**src/rtl/ws2812_frame_driver_if.sv**
```systemverilog
// rtl/ws2812_frame_driver_if.sv - per-LED colour request/return bus between compositor and strip driver
interface ws2812_frame_driver_if #(
    parameter int MAX_POS = 109
);
    localparam int IDX_W = (MAX_POS > 1) ? $clog2(MAX_POS) : 1;

    logic [IDX_W-1:0] current_led;
    logic [7:0]       green;
    logic [7:0]       red;
    logic [7:0]       blue;

    // master is the strip driver asking for a colour, slave is the compositor answering
    modport master (output current_led, input green, red, blue);
    modport slave  (input current_led, output green, red, blue);
endinterface

```
**src/rtl/ws2812_frame_driver.sv**
```systemverilog
// rtl/ws2812_frame_driver.sv - scans LED indices and serialises GRB colours onto a WS2812 one-wire line
module ws2812_frame_driver #(
    parameter int MAX_POS      = 109,
    parameter int BIT_CYCLES   = 62,
    parameter int T0H_CYCLES   = 20,
    parameter int T1H_CYCLES   = 40,
    parameter int RESET_CYCLES = 3000
) (
    input  logic                   clk,
    input  logic                   rst,
    input  logic                   enable,
    ws2812_frame_driver_if.master  led_bus,
    output logic                   data_out,
    output logic                   busy,
    output logic                   frame_done
);
    localparam int IDX_W   = (MAX_POS > 1) ? $clog2(MAX_POS) : 1;
    localparam int CYC_MAX = (BIT_CYCLES > RESET_CYCLES) ? BIT_CYCLES : RESET_CYCLES;
    localparam int CYC_W   = (CYC_MAX > 1) ? $clog2(CYC_MAX) : 1;

    localparam logic [CYC_W-1:0] BIT_LAST = CYC_W'(BIT_CYCLES - 1);
    localparam logic [CYC_W-1:0] GAP_LAST = CYC_W'(RESET_CYCLES - 1);
    localparam logic [CYC_W-1:0] T0H_C    = CYC_W'(T0H_CYCLES);
    localparam logic [CYC_W-1:0] T1H_C    = CYC_W'(T1H_CYCLES);
    localparam logic [IDX_W-1:0] LED_LAST = IDX_W'(MAX_POS - 1);

    if (!(T0H_CYCLES > 0 && T0H_CYCLES < T1H_CYCLES && T1H_CYCLES < BIT_CYCLES && RESET_CYCLES > 0))
    begin : g_bad_timing
        $error("ws2812_frame_driver: need 0 < T0H_CYCLES < T1H_CYCLES < BIT_CYCLES and RESET_CYCLES > 0");
    end

    typedef enum logic [1:0] {IDLE, LOAD, SEND, GAP} state_t;

    state_t           state, state_d;
    logic [23:0]      sr, sr_d;
    logic [4:0]       bit_idx, bit_idx_d;
    logic [CYC_W-1:0] cyc, cyc_d;
    logic [IDX_W-1:0] led, led_d;
    logic             last_led, last_led_d;

    always_ff @(posedge clk) begin
        if (rst) begin
            state    <= IDLE;
            sr       <= '0;
            bit_idx  <= '0;
            cyc      <= '0;
            led      <= '0;
            last_led <= 1'b0;
        end else begin
            state    <= state_d;
            sr       <= sr_d;
            bit_idx  <= bit_idx_d;
            cyc      <= cyc_d;
            led      <= led_d;
            last_led <= last_led_d;
        end
    end

    always_comb begin
        state_d    = state;
        sr_d       = sr;
        bit_idx_d  = bit_idx;
        cyc_d      = cyc;
        led_d      = led;
        last_led_d = last_led;
        data_out   = 1'b0;
        frame_done = 1'b0;
        case (state)
            IDLE: begin
                led_d = '0;
                cyc_d = '0;
                if (enable) state_d = LOAD;
            end
            LOAD: begin
                sr_d       = {led_bus.green, led_bus.red, led_bus.blue};
                bit_idx_d  = '0;
                cyc_d      = '0;
                last_led_d = (led == LED_LAST);
                state_d    = SEND;
            end
            SEND: begin
                data_out = (cyc < (sr[23] ? T1H_C : T0H_C));
                // Advancing the index early gives upstream the rest of bit 23 to settle its colour
                if (bit_idx == 5'd23 && cyc == '0 && led < LED_LAST)
                    led_d = led + IDX_W'(1);
                if (cyc == BIT_LAST) begin
                    cyc_d = '0;
                    if (bit_idx == 5'd23) begin
                        if (last_led) begin
                            led_d   = '0;
                            state_d = GAP;
                        end else begin
                            // led already points at the next LED here
                            sr_d       = {led_bus.green, led_bus.red, led_bus.blue};
                            bit_idx_d  = '0;
                            last_led_d = (led == LED_LAST);
                        end
                    end else begin
                        sr_d      = {sr[22:0], 1'b0};
                        bit_idx_d = bit_idx + 5'd1;
                    end
                end else begin
                    cyc_d = cyc + CYC_W'(1);
                end
            end
            GAP: begin
                if (cyc == GAP_LAST) begin
                    frame_done = 1'b1;
                    cyc_d      = '0;
                    state_d    = IDLE;
                end else begin
                    cyc_d = cyc + CYC_W'(1);
                end
            end
            default: state_d = IDLE;
        endcase
    end

    assign busy                = (state != IDLE);
    assign led_bus.current_led = led;
endmodule

```
**src/flat_wrapper.sv**
```systemverilog
// flat-port wrapper written by rule: the top's interface ports become plain ports
module ws2812_frame_driver_flat 
#(
    parameter int MAX_POS      = 109,
    parameter int BIT_CYCLES   = 62,
    parameter int T0H_CYCLES   = 20,
    parameter int T1H_CYCLES   = 40,
    parameter int RESET_CYCLES = 3000
)
  (clk, rst, enable, data_out, busy, frame_done, led_bus_current_led, led_bus_green, led_bus_red, led_bus_blue);
  ws2812_frame_driver_if #(.MAX_POS(MAX_POS)) led_bus_i ();
  input  logic clk;
  input  logic rst;
  input  logic enable;
  output logic data_out;
  output logic busy;
  output logic frame_done;
  output wire logic [$bits(led_bus_i.current_led)-1:0] led_bus_current_led;
  input wire logic [$bits(led_bus_i.green)-1:0] led_bus_green;
  input wire logic [$bits(led_bus_i.red)-1:0] led_bus_red;
  input wire logic [$bits(led_bus_i.blue)-1:0] led_bus_blue;
  assign led_bus_current_led = led_bus_i.current_led;
  assign led_bus_i.green = led_bus_green;
  assign led_bus_i.red = led_bus_red;
  assign led_bus_i.blue = led_bus_blue;
  ws2812_frame_driver #(.MAX_POS(MAX_POS), .BIT_CYCLES(BIT_CYCLES), .T0H_CYCLES(T0H_CYCLES), .T1H_CYCLES(T1H_CYCLES), .RESET_CYCLES(RESET_CYCLES)) u_core (.clk(clk), .rst(rst), .enable(enable), .led_bus(led_bus_i), .data_out(data_out), .busy(busy), .frame_done(frame_done));
endmodule
```
**config.mk**
```make
export PLATFORM = sky130hd
export DESIGN_NAME = ws2812_frame_driver_flat
export DESIGN_NICKNAME = d
export VERILOG_FILES = /design/src/rtl/ws2812_frame_driver_if.sv /design/src/rtl/ws2812_frame_driver.sv /design/src/flat_wrapper.sv
export SDC_FILE = /design/constraint.sdc
export NUM_CORES = 1
export LEC_CHECK = 0
export CORE_ASPECT_RATIO = 0.9
export CORE_UTILIZATION = 55
export CTS_CLUSTER_SIZE = 25
export DETAILED_ROUTE_END_ITERATION = 10
export PLACE_DENSITY = 0.79
export SLEW_MARGIN = 20
export SYNTH_ARGS = -nofsm -noshare
export SYNTH_HDL_FRONTEND = slang
export SYNTH_SLANG_ARGS = --single-unit
export TNS_END_PERCENT = 1
```
**constraint.sdc**
```tcl
create_clock -name clk -period 3.3 [get_ports clk]
set_clock_uncertainty 0.2 [all_clocks]
set_input_delay 0.66 -clock clk [delete_from_list [all_inputs] [get_ports clk]]
set_output_delay 0.66 -clock clk [all_outputs]
set_load 0.02 [all_outputs]
```
==> impl_metrics.csv, run 1 <==
group,metric,value,unit
die,floorplan.initialDensity,58.2,%
die,die_x,78.1,µm
timing,period_needed,3070,ps
synth,post-synth-top-area-cell,"dfxtp_1",
routing,vias_per_cell,5.98,
outcome,status,"finished clean",
cts,clockRootBuffer,"clkbuf_8",
power_and_ir_drop,powerDensity,591,nW/µm²
synth,synth_area_leaders,"dfxtp_1, a311oi_2, a21oi_1",
place,dpl.cell_count,423,
synth,yosys_warnings,0,
cells_and_area,antenna_cells,0,
global_routing,grt_pass1_vias,2375,
power_and_ir_drop,ir_worst_vdd,0.389,mV
cells_and_area,final_cell_area,3350,µm²
cts,clk_path_buf_depth,2,
synth,synth_cells,336,
worst_hold_path,hp-class,"register to register",
synth,syn-cell-area,2860,µm²
die,io_pins,37,
place,placed_area,3240,µm²
timing,tns,0,ps
synth,syn_nets,375,
global_routing,track_usage,23.7,%
synth,async_reset_ff_share,0,%
cells_and_area,area_growth_syn_to_layout,16.9,%
die,core_area,4920,µm²
synth,synth_edf_count,0,
global_routing,grt_pass1_wl,10.5,mm
global_routing,grt-ovfl-total,0,
routing,initialDrtViolationCount,170,
global_routing,top_usage_layer,"met2",
synth,yosysTopAreaCellShare,35.6,%
die,fp-row-count,24,
timing,max_clock_freq,326,MHz
worst_setup_path,path_max_fanout,4,
cells_and_area,instances_no_fill,431,
cts,ctsResizeCount,0,
cts,clk-insertion-delay-late,310,ps
global_routing,antenna_found_initial,0,
timing,timing.final.crit_share,92.9,%
place,detailed_place_hpwl,4.22,mm
routing,vias,2578,
timing,setup_viol,0,
power_and_ir_drop,power.leakage,0.00113,µW
worst_setup_path,cp.arrival,2210,ps
place,place_congestion,0.893,
routing,remaining_drc_errors,0,
timing,slew_headroom,44.2,%
timing,maxSlewViolCount,0,
cts,cts_num_sinks,51,
cells_and_area,final_core_util,68.0,%
cts,cts-hold-fix-buffers,0,
cts,cts_max_level,2,
run,max_cap_violations,0,
die,dieArea,5500,µm²
cells_and_area,layout.nets,404,
routing,wl_per_cell,14.4,µm
synth,synth_flop_cell,"dfxtp_1",
global_routing,met1_usage,32.1,%
timing,worst_slew_pin_slew,835,ps
die,dieHeight,70.5,µm
cts,cts_setup_buffers,0,
worst_setup_path,worst_ep_required_time,2440,ps
cells_and_area,layout-drive-gt1-share,12.6,%
synth,ys_ff_latch,51,
cts,cts_tree,"yes",
worst_setup_path,critPathKind,"register to primary output",
global_routing,grt_max_degree,41,
cts,clk_pin_slew,90,ps
routing,ant_nets,0,
cts,cts_buffers,5,
synth,syn_area_per_cell,8.52,µm²
timing,grt_setup_unrepaired,"false",
place,buffer_ports.inserted,36,
timing,hold_violations,0,
routing,drt_first_pass_iters,4,
worst_setup_path,worstSetupEndpointType,"primary output",
worst_setup_path,critPathLaunchType,"register",
timing,whs,296,ps
synth,synth_seq_area_share,35.6,%
global_routing,met3_usage,3.92,%
global_routing,use_met2,38.7,%
synth,synth_cell_types,51,
routing,wirelength,6.22,mm
-- cell families (layout without fill, tap and decap cells) --
kind of cell | Yosys count | in the layout | share of synthesized area (%)
AND/OR/NAND/NOR | 134 | 134 | 24.0
adder cells (fa/ha/maj) | 12 | 12 | 5.24
buffers and inverters | 40 | 70 | 6.81
multiplexers | 1 | 1 | 0.350
XOR/XNOR | 10 | 10 | 3.06
flip-flops | 51 | 51 | 35.6
AO/OA/AOI/OAI | 88 | 88 | 24.9
-- layout make-up --
type                            instances  area, µm²
Timing Repair Buffer                   45        428
Fill cell                             431       1580
Multi-Input combinational cell        245       1650
Inverter                               17       63.8
Tap cell                               65       81.3
Sequential cell                        51       1020
Clock buffer                            8        100
-- state kept, by name, indices dropped and copies added (netlist names) --
name                        count
u_core.last_led                 1
u_core.bit_idx                  5
u_core.sr                      24
u_core.cyc                     12
u_core.led_bus.current_led      7
u_core.state                    2
-- metal layers --
metal	wire length, µm	up-vias
li1	-	1287
met1	3010	1223
met4	31	0
met2	2930	64
met3	241	4
met5	0	-
-- worst max-delay path: stages, from the launching register on --
cell             delay [ps]
dfxtp_1                 430
inv_1                   100
ha_1                    280
o21a_1                  110
o21ai_0                 150
nand2b_1                 80
a21oi_1                 150
clkdlybuf4s50_1         620
-- path summary, 6_finish.rpt --
check / start / end / slack, ps / cells past startpoint
hold reg to reg: u_core.sr[7]$_SDFFE_PP0P_ / u_core.sr[8]$_SDFFE_PP0P_ / 300 / 2
setup / recovery: u_core.sr[23]$_SDFFE_PP0P_ / data_out / 230 / 7
hold / removal: u_core.sr[7]$_SDFFE_PP0P_ / u_core.sr[8]$_SDFFE_PP0P_ / 300 / 2
setup reg to reg: u_core.cyc[8]$_SDFF_PP0_ / u_core.sr[6]$_SDFFE_PP0P_ / 530 / 6
-- Yosys cell counts, types with 2 or more instances --
master    count
buf_2         7
a311oi_1      6
nand3_1      34
or3_1         4
a31oi_1       5
o211ai_1      2
or2_2         2
dfxtp_1      51
nor2_1       24
a21oi_1      34
clkbuf_1     11
nand2b_1      8
o21ai_0       6
xnor2_1       6
a21oi_2       3
or4_1         2
nor4_1        5
nand2_1      34
nand4_1       4
ha_1         12
nand4b_1      4
or4_4         2
a311oi_2     17
buf_6         3
xor2_1        4
inv_1        17
nor3_1        5
-- per-stage QoR --
stage          total power [µW]  worst slack [ps]
2_1_floorplan              1450               878
3_3_place_gp               1570               537
3_5_place_dp               1590               493
4_1_cts                    1990               154
5_1_grt                    2100              73.3
6_report                   1980               234
-- report_power, final --
group / leakage [µW] / internal, µW / switching, µW
clock network: 0.0000515 / 192 / 203
logic: 0.000663 / 318 / 475
registers: 0.000416 / 725 / 65.5
total: 0.00113 / 1240 / 744
-- layout by cell type (no fill, tap or decap), drive strengths merged, types with 8 or more instances in the layout --
master and instances:
dfxtp 51, a21oi 37, clkdlybuf4s50 36, nand2 34
nand3 34, nor2 24, a311oi 23, inv 17
ha 12, buf 9, o21ai 9, nand2b 8
clkbuf 8
Power figures use the tool's default switching activity.
==> run 2, diff against run 1 <==
- CORE_ASPECT_RATIO: 0.9 -> 0.8
- CORE_UTILIZATION: 55 -> 63
- DONT_BUFFER_PORTS: default -> 1
==> run 2 against run 1 <==
Global-route usage rose by 3.3 points. Setup slack improved by 310 ps. Register-to-register slack improved by 110 ps. Critical path depth fell by 3. Sequential power barely moved. Sequential share of layout area rose by 3.7 points. Combinational power fell by 6.6%. First-iteration DRC count rose by 23%. Wire length fell by 0.27%. Die area fell by 12%. Count of clock-buffer cells in the layout fell by 3. Critical path type unchanged. Largest power group is now registers.
==> impl_metrics.csv, run 2 (same netlist as run 1, synthesis figures left out) <==
group,metric,value,unit
outcome,status,"finished clean",
global_routing,grt_pass1_wl,10.5,mm
timing,fin_ws,548,ps
worst_setup_path,worstSetupEndpointType,"primary output",
cells_and_area,layout-drive-gt1-share,13.1,%
timing,hold_violations,0,
global_routing,grt-ovfl-total,0,
place,detailed_place_hpwl,4.14,mm
timing,timing.final.crit_share,83.4,%
timing,maxSlewViolCount,0,
die,dieArea,4820,µm²
power_and_ir_drop,powerDensity,689,nW/µm²
routing,wirelength,6.20,mm
worst_setup_path,crit_family,"simple AND/OR/NAND/NOR gates",
routing,remaining_drc_errors,0,
place,place_ws,661,ps
place,buffer_ports.inserted,0,
power_and_ir_drop,seqPwrFrac,38.5,%
timing,setup_viol,0,
cts,cts_num_sinks,51,
worst_setup_path,critPathKind,"register to primary output",
die,die_x,77.4,µm
routing,ant_nets,0,
global_routing,grt_pass1_vias,2252,
cells_and_area,top_register,"u_core.sr",
cells_and_area,antenna_cells,0,
global_routing,grt_max_degree,42,
timing,grt_setup_unrepaired,"false",
cts,clk-insertion-delay-late,310,ps
worst_setup_path,critPathLaunchType,"register",
cts,ctsResizeCount,0,
die,dieHeight,62.3,µm
worst_setup_path,worst_ep_required_time,2440,ps
power_and_ir_drop,power.leakage,0.000993,µW
die,floorplan.initialDensity,66.9,%
power_and_ir_drop,total_power,2060,µW
cts,cts_buffers,5,
routing,initialDrtViolationCount,209,
die,io_pins,37,
routing,wl_per_cell,16.1,µm
die,core_area,4280,µm²
cells_and_area,area_growth_syn_to_layout,4.24,%
cts,cts_tree,"yes",
worst_setup_path,crit_chain,"ha_1, nand2_1, nor4_1, and2_1",
cells_and_area,final_core_util,69.7,%
power_and_ir_drop,pwr-share-comb,36.0,%
cells_and_area,largest_register_ff_count,24,
die,fp-row-count,21,
routing,vias,2426,
cts,clk_pin_slew,100,ps
timing,tns,0,ps
timing,slew_headroom,49.3,%
power_and_ir_drop,ir_worst_vdd,0.500,mV
timing,worst_slew_pin_slew,759,ps
cts,cts_setup_buffers,0,
place,placed_area,2850,µm²
cells_and_area,final_cell_area,2990,µm²
worst_hold_path,hp-class,"primary input to register",
timing,max_clock_freq,363,MHz
worst_setup_path,path_max_fanout,5,
place,place_congestion,0.866,
cells_and_area,layout_commonest_cell,"dfxtp_1",
worst_setup_path,crit_path_max_incr_delay,450,ps
cells_and_area,final_cell_mix,"dfxtp_1, nand2_1, nand3_1, a21oi_1, nor2_1",
timing,period_needed,2750,ps
power_and_ir_drop,p_int,1300,µW
power_and_ir_drop,p_sw,754,µW
worst_setup_path,cp_slowest_cell,"nor4_1",
global_routing,antenna_found_initial,0,
cts,clockRootBuffer,"clkbuf_8",
run,max_cap_violations,0,
routing,vias_per_cell,6.32,
cells_and_area,layout.nets,365,
cts,cts_max_level,2,
worst_setup_path,path_buf_inv,0,
cts,cts-hold-fix-buffers,0,
global_routing,track_usage,27.0,%
cts,clk_path_buf_depth,2,
routing,drt_first_pass_iters,5,
power_and_ir_drop,switching_share,36.6,%
power_and_ir_drop,p_clk_share,25.5,%
worst_setup_path,cp.arrival,1890,ps
[run 2: area by class of cell]
| class | instances | area [µm²] |
|---|---|---|
| multi-input cells | 245 | 1650 |
| fillers | 341 | 1300 |
| flip-flops and latches | 51 | 1020 |
| well taps | 57 | 71.3 |
| clock buffers | 5 | 68.8 |
| clock inverters | 3 | 67.6 |
| inverters | 17 | 63.8 |
| repair buffers | 6 | 45.0 |
[run 2: through the flow]
stage	hold slack [ps]	std cells
after global routing	190	384
after CTS	196	384
after floorplan	245	336
after global placement	260	376
after detailed placement	275	376
final	205	384
[run 2: final timing paths]
check	cells after the start	to	start	slack, ps
max reg2reg	6	u_core.sr[1]$_SDFFE_PP0P_	u_core.cyc[7]$_SDFF_PP0_	640
max	4	frame_done	u_core.cyc[0]$_SDFF_PP0_	550
min reg2reg	1	u_core.cyc[0]$_SDFF_PP0_	u_core.cyc[0]$_SDFF_PP0_	290
min	1	u_core.led_bus.current_led[6]$_SDFFE_PP0P_	rst	210
[run 2: metal layers]
metal / up-vias / track usage (%) / part of all wire [%]
met3: 8 / 5.29 / 6.5
met4: 0 / 8.49 / 1.1
met2: 70 / 42.4 / 43
met1: 1145 / 37.1 / 49
met5: - / 0 / 0
li1: 1203 / - / -
[run 2: power groups by stage]
| stage | logic [µW] | clock network, µW | registers (µW) |
|---|---|---|---|
| finish | 741 | 525 | 791 |
| global route | 823 | 558 | 804 |
| CTS | 742 | 533 | 789 |
| detailed placement | 740 | 0 | 801 |
| global placement | 711 | 0 | 799 |
| floorplan | 661 | 0 | 784 |
==> run 3, diff against run 2 <==
- CORE_UTILIZATION: 63 -> 57
- PLACE_DENSITY: 0.79 -> 0.75
- clock period: 3.3 -> 2.5 ns (I/O delays scaled with it)
==> run 3 against run 2 <==
Flip-flop and latch count stayed put. Clock power rose by 29%. Wire length rose by 4.2%. Final cell count grew 6.8%. Critical endpoint is now u_core.sr[22]$_SDFFE_PP0P_. Largest cell class unchanged. Largest power group is now combinational logic. Highest routed layer unchanged.
==> impl_metrics.csv, run 3 (same netlist as run 1, synthesis figures left out) <==
group,metric,value,unit
routing,vias,2558,
global_routing,use_met2,41.9,%
die,dieHeight,65.4,µm
die,io_pins,37,
timing,period_needed,2430,ps
cells_and_area,antenna_cells,0,
cells_and_area,final_core_util,68.5,%
timing,max_clock_freq,412,MHz
place,buffer_ports.inserted,0,
power_and_ir_drop,power.leakage,0.00113,µW
global_routing,top_usage_layer,"met2",
routing,drt_first_pass_iters,5,
die,die_x,81.3,µm
routing,ant_nets,0,
timing,grt_setup_unrepaired,"true",
cts,cts_setup_buffers,0,
timing,timing.final.crit_share,97.1,%
cts,cts_tree,"yes",
global_routing,met1_usage,36.9,%
cells_and_area,final_cell_mix,"dfxtp_1, nand2_1, nand3_1",
cts,clk_pin_slew,90,ps
run,max_cap_violations,0,
global_routing,antenna_found_initial,0,
timing,hold_violations,0,
worst_setup_path,path_max_fanout,15,
cells_and_area,layout-drive-gt1-share,20.9,%
timing,setup_viol,0,
cells_and_area,top_register,"u_core.sr",
global_routing,track_usage,26.8,%
timing,slew_headroom,64.9,%
power_and_ir_drop,ir_worst_vdd,0.534,mV
worst_setup_path,critPathKind,"register to register",
timing,whs,51.3,ps
cells_and_area,area_growth_syn_to_layout,12.5,%
global_routing,grt-ovfl-total,0,
cells_and_area,instances_no_fill,410,
global_routing,grt_pass1_vias,2393,
routing,wl_per_cell,15.8,µm
routing,remaining_drc_errors,0,
cts,clk-insertion-delay-late,310,ps
cells_and_area,n_fill_cell,374,
timing,worst_slew_pin_slew,514,ps
cts,cts_buffers,5,
cells_and_area,largest_register_ff_count,24,
global_routing,grt_pass1_wl,11.1,mm
place,detailed_place_hpwl,4.47,mm
worst_setup_path,worstSetupEndpointType,"register",
routing,wirelength,6.46,mm
place,dpl.cell_count,402,
cts,cts_max_level,2,
die,dieArea,5310,µm²
place,place_congestion,0.847,
timing,maxSlewViolCount,0,
cts,clk_path_buf_depth,2,
timing,tns,0,ps
worst_setup_path,worst_ep_required_time,2530,ps
cells_and_area,layout.nets,388,
routing,vias_per_cell,6.24,
power_and_ir_drop,powerDensity,868,nW/µm²
outcome,status,"finished clean",
cells_and_area,layout_commonest_cell,"dfxtp_1",
cts,cts_num_sinks,51,
worst_setup_path,cp.arrival,2460,ps
routing,initialDrtViolationCount,183,
die,floorplan.initialDensity,60.8,%
die,core_area,4710,µm²
die,fp-row-count,22,
global_routing,grt_max_degree,42,
worst_setup_path,critPathLaunchType,"register",
global_routing,met3_usage,6.94,%
worst_hold_path,hp-class,"primary input to register",
cts,clockRootBuffer,"clkbuf_8",
==> run 3: cell count changes in the layout (fill, tap and decap cells not counted), sizes merged <==
cell | previous run | this run
buf | 6 | 29
clkbuf | 5 | 6
clkinvlp | 1 | 0
==> run 3: power breakdown <==
| group | switching, µW | total, µW | internal (µW) |
|---|---|---|---|
| Clock | 275 | 675 | 400 |
| Combinational | 625 | 1080 | 452 |
| Sequential | 86.9 | 1050 | 960 |
| Total | 986 | 2800 | 1810 |
==> run 3: repair_timing <==
| action | CTS | global route |
|---|---|---|
| gates resized for setup | 2 | 6 |
| setup endpoints to repair | 1 | 11 |
| hold buffers | 0 | 0 |
| pin swaps | 0 | 4 |
==> run 3: final cells by class <==
cell class / instances / area (µm²) / area share [%]
clock buffer: 6 / 72.6 / 2.25
clock inverter: 2 / 60.1 / 1.86
inverter: 17 / 63.8 / 1.98
multi-input combinational: 245 / 1670 / 51.9
sequential: 51 / 1020 / 31.8
tap: 60 / 75.1 / 2.33
timing repair buffer: 29 / 255 / 7.92
==> run 3: routing by layer <==
| layer | routed length (µm) | vias to the layer above |
|---|---|---|
| met5 | 0 | - |
| met4 | 40 | 0 |
| met3 | 341 | 6 |
| met2 | 2900 | 73 |
| met1 | 3180 | 1223 |
| li1 | - | 1256 |
==> run 3: path summary, 6_finish.rpt <==
| check | slack (ps) | start | to | depth (start not counted) |
|---|---|---|---|---|
| setup / recovery | 70 | u_core.cyc[8]$_SDFF_PP0_ | u_core.sr[22]$_SDFFE_PP0P_ | 6 |
| hold / removal | 50 | rst | u_core.led_bus.current_led[6]$_SDFFE_PP0P_ | 1 |
| setup reg to reg | 70 | u_core.cyc[8]$_SDFF_PP0_ | u_core.sr[22]$_SDFFE_PP0P_ | 6 |
| hold reg to reg | 270 | u_core.cyc[0]$_SDFF_PP0_ | u_core.cyc[0]$_SDFF_PP0_ | 1 |
==> run 3: metrics by stage <==
stage,instance area (µm²),setup slack [ps],total power [µW]
after floorplan,2860,78.0,1910
after CTS,3200,40.4,2800
after global routing,3220,-35.5,2960
final,3220,71.5,2800
after detailed placement,3060,94.9,2130
after global placement,3060,110,2100
==> run 3: worst max-delay path, cell delays in order, from the launching register on <==
cell      delay, ps
dfxtp_1         320
or4_4           530
or4_4           550
o21ai_4         240
buf_12          180
a21oi_1          80
a311oi_2        250
